===== src/rtl/latch_drive_ctrl.sv =====
// Sequencer driving din/enable of a level-sensitive latch with setup, pulse and hold phases.
// Optional readback check of the latch output is enabled by defining LATCH_READBACK_EN.
module latch_drive_ctrl #(
  parameter int SETUP_CYC = 1,
  parameter int PULSE_CYC = 2,
  parameter int HOLD_CYC  = 1
) (
  input  logic clk,
  input  logic rst,
  input  logic req,
  input  logic data_in,
  input  logic q_fb,
  output logic din,
  output logic enable,
  output logic busy,
  output logic done,
  output logic err
);

  localparam int MAX_SP  = (SETUP_CYC > PULSE_CYC) ? SETUP_CYC : PULSE_CYC;
  localparam int MAX_CYC = (MAX_SP > HOLD_CYC) ? MAX_SP : HOLD_CYC;
  localparam int CW_RAW  = $clog2(MAX_CYC + 1);
  localparam int CW      = (CW_RAW < 1) ? 1 : CW_RAW;

  localparam logic [CW-1:0] SETUP_LAST = CW'(SETUP_CYC - 1);
  localparam logic [CW-1:0] PULSE_LAST = CW'(PULSE_CYC - 1);
  localparam logic [CW-1:0] HOLD_LAST  = CW'(HOLD_CYC - 1);

  typedef enum logic [1:0] {
    IDLE  = 2'd0,
    SETUP = 2'd1,
    PULSE = 2'd2,
    HOLD  = 2'd3
  } state_t;

  state_t          state_q, state_d;
  logic [CW-1:0]   cnt_q, cnt_d;
  logic            din_q, din_d;
  logic            enable_q, enable_d;
  logic            busy_q, busy_d;
  logic            done_q, done_d;
  logic            err_q, err_d;
  logic            accept;
  logic            last_hold;

  assign accept    = (state_q == IDLE) && req;
  assign last_hold = (state_q == HOLD) && (cnt_q == HOLD_LAST);

  always_comb begin
    state_d = state_q;
    case (state_q)
      IDLE:    if (req)                  state_d = SETUP;
      SETUP:   if (cnt_q == SETUP_LAST)  state_d = PULSE;
      PULSE:   if (cnt_q == PULSE_LAST)  state_d = HOLD;
      HOLD:    if (cnt_q == HOLD_LAST)   state_d = IDLE;
      default:                           state_d = IDLE;
    endcase

    if ((state_d != state_q) || (state_q == IDLE)) cnt_d = '0;
    else                                           cnt_d = cnt_q + CW'(1);

    // Outputs are registered, so they follow the state being entered.
    din_d    = accept ? data_in : din_q;
    enable_d = (state_d == PULSE);
    busy_d   = (state_d != IDLE);
    done_d   = (state_q == HOLD) && (state_d == IDLE);
  end

`ifdef LATCH_READBACK_EN
  always_comb begin
    err_d = err_q;
    if (accept)                         err_d = 1'b0;
    else if (last_hold && (q_fb != din_q)) err_d = 1'b1;
  end
`else
  logic unused_readback;
  assign unused_readback = q_fb ^ last_hold;
  assign err_d = 1'b0;
`endif

  always_ff @(posedge clk) begin
    if (rst) begin
      state_q  <= IDLE;
      cnt_q    <= '0;
      din_q    <= 1'b0;
      enable_q <= 1'b0;
      busy_q   <= 1'b0;
      done_q   <= 1'b0;
      err_q    <= 1'b0;
    end else begin
      state_q  <= state_d;
      cnt_q    <= cnt_d;
      din_q    <= din_d;
      enable_q <= enable_d;
      busy_q   <= busy_d;
      done_q   <= done_d;
      err_q    <= err_d;
    end
  end

  assign din    = din_q;
  assign enable = enable_q;
  assign busy   = busy_q;
  assign done   = done_q;
  assign err    = err_q;

endmodule


===== config.mk =====
export PLATFORM = sky130hd
export DESIGN_NAME = latch_drive_ctrl
export DESIGN_NICKNAME = d
export VERILOG_FILES = /design/src/rtl/latch_drive_ctrl.sv
export SDC_FILE = /design/constraint.sdc
export NUM_CORES = 1
export LEC_CHECK = 0
export ABC_AREA = 1
export CELL_PAD_IN_SITES_DETAIL_PLACEMENT = 0
export CELL_PAD_IN_SITES_GLOBAL_PLACEMENT = 2
export CORE_MARGIN = 5
export CORE_UTILIZATION = 23
export CTS_BUF_LIST = sky130_fd_sc_hd__clkbuf_16
export DETAILED_ROUTE_END_ITERATION = 6
export PLACE_DENSITY = 0.71
export SETUP_SLACK_MARGIN = 0.4
export SLEW_MARGIN = 20
export SYNTH_ARGS = -nofsm -noshare
export SYNTH_HDL_FRONTEND = slang
export SYNTH_SLANG_ARGS = --single-unit

===== constraint.sdc =====
create_clock -name clk -period 1.3 [get_ports clk]
set_clock_uncertainty 0.15 [all_clocks]
set_input_delay 0.26 -clock clk [delete_from_list [all_inputs] [get_ports clk]]
set_output_delay 0.26 -clock clk [all_outputs]
set_load 0.02 [all_outputs]

==> results of run 1 <==
## metal layers
metal  share of wire, %  vias to the layer above  GRT usage, %
met4                  0                        0          6.45
met1                 39                      128          6.28
met3                7.9                        0          3.38
met2                 53                        6          11.8
met5                  0                        -             0
li1                   -                      143             -
## cell type report
type	count	area share, %
repair buffers	10	17.1
flip-flops and latches	8	29.4
clock buffers	3	13.0
well taps	15	3.25
inverters	9	6.28
multi-input cells	21	31.0
## cell usage after synthesis
master                     number
sky130_fd_sc_hd__nand2_1        4
sky130_fd_sc_hd__o211ai_1       1
sky130_fd_sc_hd__nor3_1         2
sky130_fd_sc_hd__a21oi_1        2
sky130_fd_sc_hd__dfxtp_1        8
sky130_fd_sc_hd__ha_1           2
sky130_fd_sc_hd__inv_2          1
sky130_fd_sc_hd__nand3_2        1
sky130_fd_sc_hd__o21ai_0        1
sky130_fd_sc_hd__nor2_1         2
sky130_fd_sc_hd__buf_4          1
sky130_fd_sc_hd__nor2_2         1
sky130_fd_sc_hd__inv_1          8
sky130_fd_sc_hd__nand3b_1       1
sky130_fd_sc_hd__conb_1         1
sky130_fd_sc_hd__nand3_1        3
## state kept, by name, summed over array words and instances, names as in the netlist
register	cells
busy	1
din	1
state_q	2
cnt_q	2
done	1
enable	1
## report_power, final
part           internal (mW)  leakage (nW)  total, mW  switching [mW]
clock                  0.396        0.0370      0.506           0.111
combinational         0.0668         0.144      0.136          0.0696
sequential             0.269        0.0683      0.288          0.0185
## kinds of logic after synthesis
family                   synth area share, %
AO/OA/AOI/OAI                           6.95
adder cells (fa/ha/maj)                 7.72
flip-flops                              49.4
other                                   1.16
buffers and inverters                   12.7
AND/OR/NAND/NOR                         22.0
## worst reg2reg max path, stage by stage, from the launching register on
cell and delay [ps]:
sky130_fd_sc_hd__dfxtp_2 320, sky130_fd_sc_hd__inv_2 60, sky130_fd_sc_hd__ha_4 140, sky130_fd_sc_hd__nor2_2 40, sky130_fd_sc_hd__nand3b_1 180, sky130_fd_sc_hd__nand2_1 100, sky130_fd_sc_hd__nand2_1 50
## path summary, 6_finish.rpt
check	from	end	slack [ps]	cells after the start
worst max-delay path	cnt_q[0]$_SDFF_PP0_	busy$_SDFF_PP0_	150	6
worst min-delay path	rst	done$_SDFF_PP0_	200	2
worst max register to register	cnt_q[0]$_SDFF_PP0_	busy$_SDFF_PP0_	150	6
worst min register to register	cnt_q[0]$_SDFF_PP0_	cnt_q[0]$_SDFF_PP0_	280	1
## repair_timing
item	CTS	global route
pin swaps	5	1
gates resized for setup	35	5
endpoints found under the setup margin	12	12
setup buffers	1	1
==> results.sh, run 1 <==
export IMPL_dpl_worst_slack_ps=-137
export IMPL_cp_num_buf_inv=1
export IMPL_start_util_pct=24.6
export IMPL_grt_pass1_wl_mm=1.02
export IMPL_max_cap_violations=0
export IMPL_cts_num_sinks=8
export IMPL_setup_ws_ps=152
export IMPL_synthesis_instances=39
export IMPL_dr_total_vias=277
export IMPL_crit_slowest_cell="sky130_fd_sc_hd__dfxtp_2"
export IMPL_report_final_setup_viol=0
export IMPL_outcome="complete, no violations"
export IMPL_multi_input_area_um2=179
export IMPL_place_port_buffers=7
export IMPL_worst_setup_hold_path_clk_slew_ps=40
export IMPL_route_detailed_vias_per_inst=4.20
export IMPL_grtUsageTotal_pct=7.09
export IMPL_worst_ir_drop_vdd_v=0.000578
export IMPL_tritoncts="done"
export IMPL_dpl_hpwl_um=524
export IMPL_power_density_cell_area_nw_per_um2=1610
export IMPL_root_buffer="sky130_fd_sc_hd__clkbuf_16"
export IMPL_final_period_utilization_pct=88.3
export IMPL_first_global_vias=277
export IMPL_post_route_min_period_ps=1150
export IMPL_layout_filler_cells=137
export IMPL_globalRouteOverflowTotal=0
export IMPL_layoutNonFillerInstCount=66
export IMPL_leading_cell_types_in_the_layout_fill_and_taps_excluded="sky130_fd_sc_hd__dfxtp_2 (5), sky130_fd_sc_hd__buf_6 (5), sky130_fd_sc_hd__inv_2 (4), sky130_fd_sc_hd__inv_1 (4)"
export IMPL_path_class="flop to flop"
export IMPL_layout_nets=60
export IMPL_cts_hold_buffers=0
export IMPL_die_outline_area_um2=2260
export IMPL_critical_path_most_common_cell="sky130_fd_sc_hd__nand2_1"
export IMPL_yosys_cell_types_count=16
export IMPL_crit_path_max_fanout=3
export IMPL_layout_overhead_on_the_synthesized_area_pct=78.4
export IMPL_netlist_top_cell_by_area="sky130_fd_sc_hd__dfxtp_1"
export IMPL_endpoint_kind="flop"
export IMPL_seq_area_um2=170
export IMPL_detail_route_antenna_nets=0
export IMPL_finalWeightedCongestion=0.666
export IMPL_achievable_frequency_mhz=871
export IMPL_dp_cells=61
export IMPL_dieHeight_um=47.5
export IMPL_cts_inserted_buffers=3
export IMPL_die_width_um=47.5
export IMPL_antenna_cells=0
export IMPL_drc_errors=0
export IMPL_yosysSeqAreaShare_pct=49.4
export IMPL_detail_route_wl_per_cell_um=9.42
export IMPL_worst_hold_margin_ps=202
export IMPL_static_leak_nw=0.249
export IMPL_drt_initial_drc_count=0
export IMPL_holdCritPathClass="input port to flop"
export IMPL_clock_tree_htree_level_count=1
export IMPL_num_rows=13
export IMPL_ys_warnings_count=0
export IMPL_insertion_delay_ps=230
export IMPL_final_layout_size_suffix_gt1_share_pct=60.8
export IMPL_cts_max_path_buffers=2
export IMPL_syn_nets=46
export IMPL_cpPeakStageDelay_ps=320
export IMPL_antenna_violations_before_repair=0
export IMPL_final_util_pct=43.9
export IMPL_finish_instance_area_um2=578
export IMPL_router_iterations_before_antenna_repair=1
export IMPL_grt_max_degree=5
export IMPL_crit_family="simple AND/OR/NAND/NOR gates"
export IMPL_total_power_uw=930
export IMPL_startpoint_class_of_the_critical_path="flop"
export IMPL_yosysTopAreaCellShare_pct=49.4
export IMPL_placeableCoreArea_um2=1320
export IMPL_final_max_slew_viol_count=0
export IMPL_setup_tns_final_ps=0
export IMPL_crit_arrival_ps=1110
export IMPL_drt_total_wl_um=622
export IMPL_mappedNetlistArea_um2=324
export IMPL_pin_count=10
export IMPL_synth_top_cells_by_area="sky130_fd_sc_hd__dfxtp_1 (49%), sky130_fd_sc_hd__inv_1 (9.3%), sky130_fd_sc_hd__ha_1 (7.7%)"
export IMPL_synth_ff_latch_count=8
export IMPL_critical_path_cell_chain="inv_2 > ha_4 > nor2_2 > nand3b_1 > nand2_1 > nand2_1"
export IMPL_critPathRequiredTime_ps=1270
export IMPL_grt_setup_unrepaired="true"
export IMPL_final_hold_viol_count=0
export IMPL_postSynthAreaPerCell_um2=8.31
export IMPL_postPlaceCellArea_um2=444
Note: power is estimated with default switching activity, not from simulation.
==> run 2, diff against run 1 <==
Settings changed: CORE_MARGIN 5 to default, GPL_TIMING_DRIVEN from default to 0.
==> run 2 against run 1 <==
Net effect: global-route usage rose by 2.8 points; critical path depth stayed put; flip-flop and latch count unchanged; register-to-register slack hardly changed; clock-buffer cell count did not move; non-clock buffer count fell by 1; final cell count fell by 1.5%; hold slack better by 76 ps; wire length is 10% lower; die area fell by 31%; utilization is 1.2 points lower; combinational power shrank 5%; critical path type unchanged; critical endpoint unchanged; largest cell class is now registers.
==> results.sh, run 2 (synthesis gave the netlist of run 1 again) <==
export IMPL_grt_max_degree=5
export IMPL_startpoint_class_of_the_critical_path="flop"
export IMPL_crit_arrival_ps=1110
export IMPL_drt_total_wl_um=559
export IMPL_dpl_worst_slack_ps=-73.1
export IMPL_insertion_delay_ps=230
export IMPL_leading_cell_types_in_the_layout_fill_and_taps_excluded="sky130_fd_sc_hd__dfxtp_2 (5), sky130_fd_sc_hd__buf_6 (5), sky130_fd_sc_hd__inv_2 (4), sky130_fd_sc_hd__inv_1 (4)"
export IMPL_max_cap_violations=0
export IMPL_die_outline_area_um2=1560
export IMPL_path_class="flop to flop"
export IMPL_drc_errors=0
export IMPL_worst_setup_hold_path_clk_slew_ps=40
export IMPL_achievable_frequency_mhz=874
export IMPL_cts_inserted_buffers=3
export IMPL_report_final_setup_viol=0
export IMPL_endpoint_kind="flop"
export IMPL_grt_pass1_wl_um=890
export IMPL_die_width_um=39.5
export IMPL_final_period_utilization_pct=88.0
export IMPL_router_iterations_before_antenna_repair=2
export IMPL_worst_hold_margin_ps=278
export IMPL_finalWeightedCongestion=0.664
export IMPL_route_detailed_vias_per_inst=4.14
export IMPL_detail_route_antenna_nets=0
export IMPL_antenna_violations_before_repair=0
export IMPL_crit_path_max_fanout=3
export IMPL_start_util_pct=24.9
export IMPL_layout_overhead_on_the_synthesized_area_pct=71.4
export IMPL_dr_total_vias=269
export IMPL_layout_nets=59
export IMPL_layoutNonFillerInstCount=65
export IMPL_drt_initial_drc_count=3
export IMPL_grt_setup_unrepaired="true"
export IMPL_clock_tree_htree_level_count=1
export IMPL_cts_hold_buffers=0
export IMPL_post_route_min_period_ps=1140
export IMPL_power_density_cell_area_nw_per_um2=1670
export IMPL_holdCritPathClass="flop to flop"
export IMPL_root_buffer="sky130_fd_sc_hd__clkbuf_16"
export IMPL_outcome="complete, no violations"
export IMPL_num_rows=13
export IMPL_seq_area_um2=170
export IMPL_pin_count=10
export IMPL_detail_route_wl_per_cell_um=8.60
export IMPL_static_leak_nw=0.242
export IMPL_tritoncts="done"
export IMPL_layout_top_registers="cnt_q (2), state_q (2)"
export IMPL_layout_filler_cells=129
export IMPL_finish_instance_area_um2=556
export IMPL_grtUsageTotal_pct=9.87
export IMPL_dp_cells=61
export IMPL_total_power_uw=926
export IMPL_placeableCoreArea_um2=1300
export IMPL_final_max_slew_viol_count=0
export IMPL_worst_ir_drop_vdd_v=0.000697
export IMPL_cts_max_path_buffers=2
export IMPL_final_layout_size_suffix_gt1_share_pct=56.0
export IMPL_final_hold_viol_count=0
export IMPL_globalRouteOverflowTotal=0
export IMPL_first_global_vias=239
export IMPL_critPathRequiredTime_ps=1270
export IMPL_postPlaceCellArea_um2=444
export IMPL_cts_num_sinks=8
export IMPL_place_port_buffers=7
export IMPL_setup_ws_ps=155
export IMPL_multi_input_area_um2=163
export IMPL_dieHeight_um=39.5
export IMPL_antenna_cells=0
[run 2: changes by cell type in the layout (fill, tap and decap cells not counted)]
cell                              change
sky130_fd_sc_hd__o21ai_1              +1
sky130_fd_sc_hd__o21ai_2              -1
sky130_fd_sc_hd__dlygate4sd2_1        -1
sky130_fd_sc_hd__nand3_1              +1
sky130_fd_sc_hd__clkdlybuf4s50_1      +1
sky130_fd_sc_hd__buf_4                -1
sky130_fd_sc_hd__nand3_4              -1
[run 2: layer usage]
metal / up-vias / track usage, % / part of all wire [%]
met5: - / 0 / 0
met4: 0 / 5.17 / 1.4
met3: 3 / 10.2 / 12
met2: 9 / 15.2 / 47
met1: 116 / 7.80 / 40
li1: 141 / - / -
[run 2: worst max-delay path, stage by stage, from the launching register on]
cell and delay, ps:
sky130_fd_sc_hd__dfxtp_1 300, sky130_fd_sc_hd__inv_2 70, sky130_fd_sc_hd__ha_4 150, sky130_fd_sc_hd__nor2_2 40, sky130_fd_sc_hd__nand3b_1 180, sky130_fd_sc_hd__nand2_1 100
sky130_fd_sc_hd__nand2_1 50
[run 2: stage by stage]
stage | util, % | TNS [ps]
2_1_floorplan | - | 0
3_3_place_gp | 34.1 | -195
3_5_place_dp | 34.1 | -225
4_1_cts | 42.0 | 0
5_1_grt | 42.7 | 0
6_report | 42.7 | 0
[run 2: what timing repair did]
item	in CTS	in global routing
endpoints found under the setup margin	12	12
pin swaps	6	1
buffers inserted	1	0
gates resized for setup	32	4
hold endpoints to repair	0	0
[run 2: final timing paths]
check	startpoint	endpoint	slack, ps	depth (start not counted)
worst max register to register	cnt_q[1]$_SDFF_PP0_	busy$_SDFF_PP0_	160	6
worst min register to register	cnt_q[0]$_SDFF_PP0_	cnt_q[0]$_SDFF_PP0_	280	1
worst max-delay path	cnt_q[1]$_SDFF_PP0_	busy$_SDFF_PP0_	160	6
worst min-delay path	cnt_q[0]$_SDFF_PP0_	cnt_q[0]$_SDFF_PP0_	280	1
[run 2: area by class of cell]
type | instances | area share, %
buffer | 1 | 1.35
sequential | 8 | 30.6
multi-input combinational | 21 | 29.3
timing repair buffer | 8 | 15.3
inverter | 9 | 6.53
clock buffer | 3 | 13.5
tap | 15 | 3.38
[run 2: power breakdown]
group | total [mW] | switching (mW) | internal [mW]
logic | 0.129 | 0.0654 | 0.0638
registers | 0.285 | 0.0158 | 0.270
clock network | 0.512 | 0.116 | 0.396
total | 0.926 | 0.197 | 0.729
==> run 3, diff against run 2 <==
Settings changed: PLACE_DENSITY 0.71 to 0.79, SLEW_MARGIN 20 to default.
==> run 3 against run 2 <==
Net effect: flip-flop and latch count is the same; wire length rose by 3.0%; maximum frequency grew 0.68%; sequential share of layout area is 0.92 points higher; via count decreased by 1.1%; highest routed layer unchanged.
==> results.sh, run 3 (synthesis gave the netlist of run 1 again) <==
export IMPL_r2r_end="busy$_SDFF_PP0_"
export IMPL_power_density_cell_area_nw_per_um2=1690
export IMPL_worst_hold_path_num_cells=2
export IMPL_worst_flop_to_flop_path_startpoint="cnt_q[0]$_SDFF_PP0_"
export IMPL_worst_hold_path_endpoint="done$_SDFF_PP0_"
export IMPL_cts_max_path_buffers=2
export IMPL_router_iterations_before_antenna_repair=2
export IMPL_dpl_hpwl_um=431
export IMPL_root_buffer="sky130_fd_sc_hd__clkbuf_16"
export IMPL_crit_slowest_cell="sky130_fd_sc_hd__dfxtp_2"
export IMPL_dieHeight_um=39.5
export IMPL_final_period_utilization_pct=87.5
export IMPL_grt_setup_unrepaired="true"
export IMPL_cpPeakStageDelay_ps=320
export IMPL_place_port_buffers=7
export IMPL_path_class="flop to flop"
export IMPL_report_final_setup_viol=0
export IMPL_drt_total_wl_um=576
export IMPL_postPlaceCellArea_um2=444
export IMPL_start_util_pct=24.9
export IMPL_cts_hold_buffers=0
export IMPL_antenna_cells=0
export IMPL_crit_arrival_ps=1100
export IMPL_final_hold_viol_count=0
export IMPL_final_common_cell="sky130_fd_sc_hd__dfxtp_2"
export IMPL_pin_count=10
export IMPL_placeableCoreArea_um2=1300
export IMPL_holdCritPathClass="input port to flop"
export IMPL_detail_route_wl_per_cell_um=9.00
export IMPL_grt_pass1_wl_um=959
export IMPL_grtUsageTotal_pct=11.0
export IMPL_final_layout_size_suffix_gt1_share_pct=53.1
export IMPL_layout_nets=58
export IMPL_clock_tree_htree_level_count=1
export IMPL_crit_path_max_fanout=3
export IMPL_cts_inserted_buffers=3
export IMPL_globalRouteOverflowTotal=0
export IMPL_finish_instance_area_um2=539
export IMPL_startpoint_class_of_the_critical_path="flop"
export IMPL_grt_max_degree=5
export IMPL_post_route_min_period_ps=1140
export IMPL_finalWeightedCongestion=0.716
export IMPL_static_leak_nw=0.237
export IMPL_drc_errors=0
export IMPL_critical_path_most_common_cell="sky130_fd_sc_hd__nand2_1"
export IMPL_dr_total_vias=266
export IMPL_worst_setup_hold_path_clk_slew_ps=40
export IMPL_multi_input_area_um2=159
export IMPL_critPathRequiredTime_ps=1270
export IMPL_die_width_um=39.5
export IMPL_detail_route_antenna_nets=0
export IMPL_setup_reg_to_reg_worst_slack_ps=160
export IMPL_achievable_frequency_mhz=880
export IMPL_layout_filler_cells=140
export IMPL_outcome="complete, no violations"
export IMPL_layout_top_registers="cnt_q (2), state_q (2)"
export IMPL_max_cap_violations=0
export IMPL_worst_r2r_path_depth=6
export IMPL_antenna_violations_before_repair=0
export IMPL_total_power_uw=910
export IMPL_die_outline_area_um2=1560
export IMPL_seq_area_um2=170
export IMPL_layout_overhead_on_the_synthesized_area_pct=66.4
export IMPL_final_max_slew_viol_count=0
export IMPL_insertion_delay_ps=230
export IMPL_critical_path_cell_chain="inv_2 > ha_4 > nor2_2 > nand3b_1 > nand2_1 > nand2_1"
export IMPL_route_detailed_vias_per_inst=4.16
export IMPL_cts_num_sinks=8
export IMPL_leading_cell_types_in_the_layout_fill_and_taps_excluded="sky130_fd_sc_hd__dfxtp_2 (5), sky130_fd_sc_hd__inv_2 (4), sky130_fd_sc_hd__inv_1 (4), sky130_fd_sc_hd__buf_6 (4)"
export IMPL_num_rows=13
export IMPL_tritoncts="done"
export IMPL_endpoint_kind="flop"
export IMPL_setup_tns_final_ps=0
export IMPL_worst_hold_startpoint="rst"
export IMPL_drt_initial_drc_count=5
export IMPL_first_global_vias=213
export IMPL_worst_ir_drop_vdd_v=0.000868
-- run 3: cell types whose count changed in the layout (fill, tap and decap cells not counted), sizes merged --
cell and delta:
clkdlybuf4s50 -1, buf -1, dlygate4sd2 +1
-- run 3: routing by layer --
metal	global-route usage [%]	part of all wire (%)
met5	0	0
met4	12.9	4.0
met3	8.52	7.1
met2	11.5	42
met1	12.0	47
-- run 3: worst max path at each step --
stage / cells after the start / slack [ps] / endpoint / startpoint
global placement: 4 / -80 / cnt_q[1]$_SDFF_PP0_ / rst
finish: 6 / 160 / busy$_SDFF_PP0_ / cnt_q[0]$_SDFF_PP0_
CTS: 5 / 160 / cnt_q[0]$_SDFF_PP0_ / cnt_q[0]$_SDFF_PP0_
floorplan: 6 / 230 / busy$_SDFF_PP0_ / cnt_q[1]$_SDFF_PP0_
detailed placement: 4 / -90 / cnt_q[0]$_SDFF_PP0_ / rst
global route: 5 / 100 / cnt_q[0]$_SDFF_PP0_ / cnt_q[0]$_SDFF_PP0_
-- run 3: report_power, final --
part           leakage, nW  internal (mW)  switching (mW)
registers           0.0682          0.270          0.0156
clock network       0.0370          0.396           0.110
logic                0.132         0.0562          0.0625
-- run 3: timing repair --
action,in CTS,in global routing
buffers inserted,0,0
pin swaps,8,2
setup endpoints to repair,12,12
gates resized for setup,31,4
-- run 3: area by class of cell --
type | instances | area share (%)
Sequential cell | 8 | 31.6
Multi-Input combinational cell | 21 | 29.5
Clock buffer | 3 | 13.9
Timing Repair Buffer | 7 | 13.5
Inverter | 9 | 6.73
Tap cell | 15 | 3.48
Buffer | 1 | 1.39
-- run 3: per-stage QoR --
step / setup slack [ps] / hold slack (ps) / utilization (%) / instances
after global routing: 102 / 229 / 41.4 / 64
after CTS: 156 / 200 / 40.8 / 64
final: 163 / 194 / 41.4 / 64
after floorplan: 227 / 182 / - / 39
after detailed placement: -90.5 / 283 / 34.1 / 61
after global placement: -78.8 / 282 / 34.1 / 61
-- run 3: critical path, delay by kind of cell, from the launching register on --
| family | cells | cell delay (ps) |
|---|---|---|
| and+or+nand+nor | 4 | 350 |
| adders and majority gates | 1 | 140 |
| DFF | 1 | 320 |
| buffers and inverters | 1 | 60 |
